## src/rtl/multicycle_control_unit.sv

```systemverilog
// Multi-cycle FETCH/DECODE/EXEC/MEM/WB control FSM with memory-wait timeout fault and retire counter.
// Optional: define CU_HALT_EN to make the all-ones opcode enter a sticky HALT state.
module multicycle_control_unit #(
  parameter int INSTR_W  = 16,
  parameter int OPCODE_W = 4,
  parameter int FUNCT_W  = 3,
  parameter int TIMEOUT  = 15,
  parameter int CNT_W    = 16
) (
  input  logic               clk,
  input  logic               rst_n,
  input  logic [INSTR_W-1:0] instr_in,
  input  logic               imem_ready,
  input  logic               dmem_ready,
  input  logic               alu_zero,
  output logic               imem_req,
  output logic               ir_load,
  output logic               pc_write,
  output logic               pc_src,
  output logic               reg_write,
  output logic               mem_read,
  output logic               mem_write,
  output logic               mem_to_reg,
  output logic               alu_src,
  output logic               branch,
  output logic [FUNCT_W-1:0] alu_op,
  output logic [2:0]         state,
  output logic               fault,
  output logic [CNT_W-1:0]   retired
);

  typedef enum logic [2:0] {
    S_IDLE   = 3'd0,
    S_FETCH  = 3'd1,
    S_DECODE = 3'd2,
    S_EXEC   = 3'd3,
    S_MEM    = 3'd4,
    S_WB     = 3'd5,
    S_FAULT  = 3'd6,
    S_HALT   = 3'd7
  } state_e;

  localparam int TW = $clog2(TIMEOUT + 1);
  localparam logic [OPCODE_W-1:0] OP_R  = OPCODE_W'(0);
  localparam logic [OPCODE_W-1:0] OP_LD = OPCODE_W'(1);
  localparam logic [OPCODE_W-1:0] OP_ST = OPCODE_W'(2);
  localparam logic [OPCODE_W-1:0] OP_BR = OPCODE_W'(3);

  state_e               state_q, state_d;
  logic [INSTR_W-1:0]   ir_q, ir_d;
  logic [TW-1:0]        wait_q, wait_d;
  logic [CNT_W-1:0]     retired_q, retired_d;
  logic [OPCODE_W-1:0]  opcode_s;
  logic [FUNCT_W-1:0]   funct_s;
  logic                 timeout_s;
  logic                 retire_s;
  logic                 ir_unused_s;

  assign opcode_s    = ir_q[INSTR_W-1 -: OPCODE_W];
  assign funct_s     = ir_q[INSTR_W-OPCODE_W-1 -: FUNCT_W];
  assign ir_unused_s = ^ir_q[INSTR_W-OPCODE_W-FUNCT_W-1:0];
  // Last permitted wait cycle: a ready here still wins over the fault.
  assign timeout_s   = (wait_q == TW'(TIMEOUT - 1));
  assign state       = state_q;
  assign fault       = (state_q == S_FAULT);
  assign retired     = retired_q;

  // Next-state, IR capture, wait/retire bookkeeping and strobe decode.
  always_comb begin
    state_d    = state_q;
    ir_d       = ir_q;
    retire_s   = 1'b0;
    imem_req   = 1'b0;
    ir_load    = 1'b0;
    pc_write   = 1'b0;
    pc_src     = 1'b0;
    reg_write  = 1'b0;
    mem_read   = 1'b0;
    mem_write  = 1'b0;
    mem_to_reg = 1'b0;
    alu_src    = 1'b0;
    branch     = 1'b0;
    alu_op     = '0;
    case (state_q)
      S_IDLE: state_d = S_FETCH;
      S_FETCH: begin
        imem_req = 1'b1;
        if (imem_ready) begin
          ir_load  = 1'b1;
          pc_write = 1'b1;
          ir_d     = instr_in;
          state_d  = S_DECODE;
        end else if (timeout_s) begin
          state_d = S_FAULT;
        end else begin
          state_d = S_FETCH;
        end
      end
      S_DECODE: begin
        case (opcode_s)
          OP_R, OP_LD, OP_ST, OP_BR: state_d = S_EXEC;
          default: begin
`ifdef CU_HALT_EN
            if (&opcode_s) begin
              state_d = S_HALT;
            end else begin
              state_d  = S_FETCH;
              retire_s = 1'b1;
            end
`else
            state_d  = S_FETCH;
            retire_s = 1'b1;
`endif
          end
        endcase
      end
      S_EXEC: begin
        case (opcode_s)
          OP_R: begin
            alu_op  = funct_s;
            state_d = S_WB;
          end
          OP_LD, OP_ST: begin
            alu_src = 1'b1;
            state_d = S_MEM;
          end
          OP_BR: begin
            branch   = 1'b1;
            alu_op   = funct_s;
            pc_write = alu_zero;
            pc_src   = alu_zero;
            retire_s = 1'b1;
            state_d  = S_FETCH;
          end
          default: state_d = S_FETCH;
        endcase
      end
      S_MEM: begin
        mem_read  = (opcode_s == OP_LD);
        mem_write = (opcode_s == OP_ST);
        if (dmem_ready) begin
          retire_s = (opcode_s != OP_LD);
          state_d  = (opcode_s == OP_LD) ? S_WB : S_FETCH;
        end else if (timeout_s) begin
          state_d = S_FAULT;
        end else begin
          state_d = S_MEM;
        end
      end
      S_WB: begin
        reg_write  = 1'b1;
        mem_to_reg = (opcode_s == OP_LD);
        retire_s   = 1'b1;
        state_d    = S_FETCH;
      end
      S_FAULT: state_d = S_FAULT;
      S_HALT:  state_d = S_HALT;
      default: state_d = S_IDLE;
    endcase

    if (state_d != state_q) begin
      wait_d = '0;
    end else if (state_q == S_FETCH || state_q == S_MEM) begin
      wait_d = wait_q + TW'(1);
    end else begin
      wait_d = wait_q;
    end
    retired_d = retired_q + CNT_W'(retire_s);
  end

  // State, IR, wait counter and retire counter registers.
  always_ff @(posedge clk or negedge rst_n) begin
    if (!rst_n) begin
      state_q   <= S_IDLE;
      ir_q      <= '0;
      wait_q    <= '0;
      retired_q <= '0;
    end else begin
      state_q   <= state_d;
      ir_q      <= ir_d;
      wait_q    <= wait_d;
      retired_q <= retired_d;
    end
  end

endmodule

```

## config.mk

```make
export PLATFORM = sky130hd
export DESIGN_NAME = multicycle_control_unit
export DESIGN_NICKNAME = d
export VERILOG_FILES = /design/src/rtl/multicycle_control_unit.sv
export SDC_FILE = /design/constraint.sdc
export NUM_CORES = 1
export LEC_CHECK = 0
export CAP_MARGIN = 20
export CORE_MARGIN = 2
export CORE_UTILIZATION = 49
export CTS_CLUSTER_SIZE = 40
export DETAILED_ROUTE_END_ITERATION = 10
export PLACE_DENSITY = 0.95
export SETUP_SLACK_MARGIN = 0.15
export SLEW_MARGIN = 10
export SYNTH_ARGS = -nofsm -noshare
export SYNTH_HDL_FRONTEND = slang
export SYNTH_SLANG_ARGS = --single-unit
```

## constraint.sdc

```tcl
create_clock -name clk -period 5.6 [get_ports clk]
set_input_delay 0.56 -clock clk [delete_from_list [all_inputs] [get_ports clk]]
set_output_delay 0.56 -clock clk [all_outputs]
set_load 0.005 [all_outputs]
```

==> results_dict.tcl <==
set metrics [dict create \
    cts_tree "yes" \
    start_util_pct 51.0 \
    hold_viol 0 \
    yosys-top-cells-area "dfrtp_1 (44%), xnor2_1 (5.7%), ha_1 (4.4%)" \
    async_reset_ff_share_pct 100 \
    syn_inst 159 \
    rsz0062_at_grt "false" \
    via_per_inst 5.55 \
    numCtsBuffers 5 \
    min_to "retired[15]" \
    yosysWarnings 0 \
    first_pass_iters 4 \
    first_global_vias 1373 \
    min_from "retired[15]" \
    ant_nets 0 \
    io_buffer_count 44 \
    comb_power_share_pct 44.6 \
    htreeDepth 2 \
    power.share.clock_pct 21.5 \
    yosysTopAreaCell "dfrtp_1" \
    min_period_ns 2.96 \
    coreArea_mm2 0.00331 \
    max-slew-margin-rel_pct 62.9 \
    ir_drop_v 0.000284 \
    grt_max_degree 31 \
    status "finished clean" \
    cts_root_buf "clkbuf_4" \
    whs_ns 0.479 \
    intPower_mw 0.681 \
    overflow 0 \
    clockBufferDepth 2 \
    mostFrequentLayoutCells "clkdlybuf4s50_1 (44), dfrtp_1 (30), nor2_1 (13)" \
    critPathRequiredTime_ns 5.04 \
    drive_gt1_share_pct 8.61 \
    ys_seq_elements 30 \
    tns_ns 0 \
    worstPathArrival_ns 2.40 \
    final_cells 255 \
    seq_power_share_pct 33.9 \
    remaining_drc_errors 0 \
    antenna_cells 0 \
    tightestPinTransition_ns 0.548 \
    fin_area_mm2 0.00228 \
    finalPower_mw 1.08 \
    r2r-end "retired[14]" \
    die_w_um 62.7 \
    cts.repair.resized 0 \
    routedWlPerCell_um 14.4 \
    synth_edf_count 0 \
    synth.top_cell.area_share_pct 44.5 \
    regArea_um2 751 \
    io-pin-count 54 \
    num-fill-cells 261 \
    r2r-start "ir_q[13]" \
    p_sw_mw 0.403 \
    start_kind "register" \
    finalClockSkew_ns 0.0129 \
    slew_violations 0 \
    power_density_mw_per_mm2 475 \
    dp_cells 247 \
    clock.fmax_mhz 338 \
    cts-hold-fix-buffers 0 \
    avgSynthCellArea_um2 10.6 \
    cts_setup_buffers 0 \
    drt_iter0_drc 128 \
    dpl_cell_area_mm2 0.00217 \
    drt_wl_total_mm 3.68 \
    holdPathStages 1 \
    setup_viol 0 \
    crit_type "register to output port" \
    ff2ff_setup_slack_ns 3.03 \
    antenna_found_initial 0 \
    grtUsageTotal_pct 19.5 \
    hpwlAfterDp_mm 2.70 \
    final.period_utilization_pct 52.8 \
    syn_nets 186 \
    hold_class "register to register" \
    grt_pass1_wl_mm 6.04 \
    rows 21 \
    postLayoutCoreUtil_pct 68.9 \
    r2r_cells 11 \
    gp_congestion 0.891 \
    yosys.cell_types.count 45 \
    pre_cts_ws_ns 2.86 \
    clk_pin_slew_ns 0.10 \
    cp-end-kind "output port" \
    vias 1416 \
    swShare_pct 37.2 \
    drv_cap 0 \
    leakagePower_nw 0.951 \
    areaGrowthSynthToFinish_pct 35.1 \
    mappedNetlistArea_mm2 0.00169 \
    multi_input_area_um2 898 \
    clock-sinks 30 \
    synth_top_flop_cell "dfrtp_1" \
    finalNetCount 235 \
    mostFrequentLayoutCell "clkdlybuf4s50_1" \
    die_area_mm2 0.00393 \
    path_max_fanout 15 \
    worstSkewPairLatency_ns 0.34 \
    die_height_um 62.7 \
    ys_seq_area_share_pct 44.5 \
    worst_slack_ns 2.64 \
]
## synthesized netlist by cell type (2+ instances only)
master / count
nor2_1: 13
and2b_1: 2
nand3_1: 9
xor2_1: 8
and3_1: 4
and4_1: 2
or2_1: 2
inv_1: 4
o31a_1: 2
nand4_1: 4
dfrtp_1: 30
and2_1: 4
nand2b_1: 3
mux2_1: 4
mux2_2: 3
a21oi_1: 6
nand2_1: 7
a31oi_1: 2
xnor2_1: 11
nor3_1: 6
nor4b_1: 3
nor2b_1: 2
ha_1: 6
## worst max-delay path, stage by stage, from the launching register on
cell             delay [ns]
dfrtp_1                0.66
inv_1                  0.29
and3_1                 0.34
or2_2                  0.32
clkdlybuf4s50_1        0.45
## power by group through the flow
stage | Sequential (mW) | Combinational, mW | Clock (mW)
floorplan | 0.339 | 0.343 | 0
global placement | 0.366 | 0.464 | 0
detailed placement | 0.371 | 0.479 | 0
CTS | 0.366 | 0.483 | 0.235
global route | 0.380 | 0.521 | 0.247
finish | 0.368 | 0.484 | 0.233
## worst max-delay path by stage
stage	start	endpoint	slack, ns	depth (start not counted)
floorplan	ir_q[13]	retired[10]	3.35	10
global placement	dmem_ready	retired[12]	2.87	11
detailed placement	dmem_ready	retired[14]	2.86	11
CTS	state[1]	pc_write	2.65	4
global route	state[0]	pc_write	2.47	6
finish	state[1]	pc_write	2.64	4
## sequential cells by signal, summed over array words and instances, names as in the netlist
register and flops:
retired 16, ir_q 7, wait_q 4, state 3
## area by class of cell
class	instances	area share [%]
clock buffer	6	2.25
clock inverter	2	2.63
inverter	4	0.658
multi-input combinational	122	39.4
sequential	30	32.9
tap	46	2.52
timing repair buffer	45	19.6
## cells by family after synthesis
family,count (synthesis),share of synthesized area [%]
AOI/OAI and AO/OA,20,9.93
xor gates and xnor gates,19,9.86
DFF,30,44.5
muxes,8,5.26
and+or+nand+nor,69,23.7
adders and majority gates,6,4.45
buffers and inverters,7,2.30
## per-layer routing
| layer | GRT usage, % | part of all wire [%] | vias up | wire [um] |
|---|---|---|---|---|
| li1 | - | - | 673 | - |
| met1 | 22.6 | 43 | 687 | 1570 |
| met2 | 34.4 | 50 | 48 | 1860 |
| met3 | 4.14 | 5.2 | 8 | 192 |
| met4 | 9.17 | 1.8 | 0 | 67 |
| met5 | 0 | 0 | - | 0 |
Note: power is estimated with default switching activity, not from simulation.
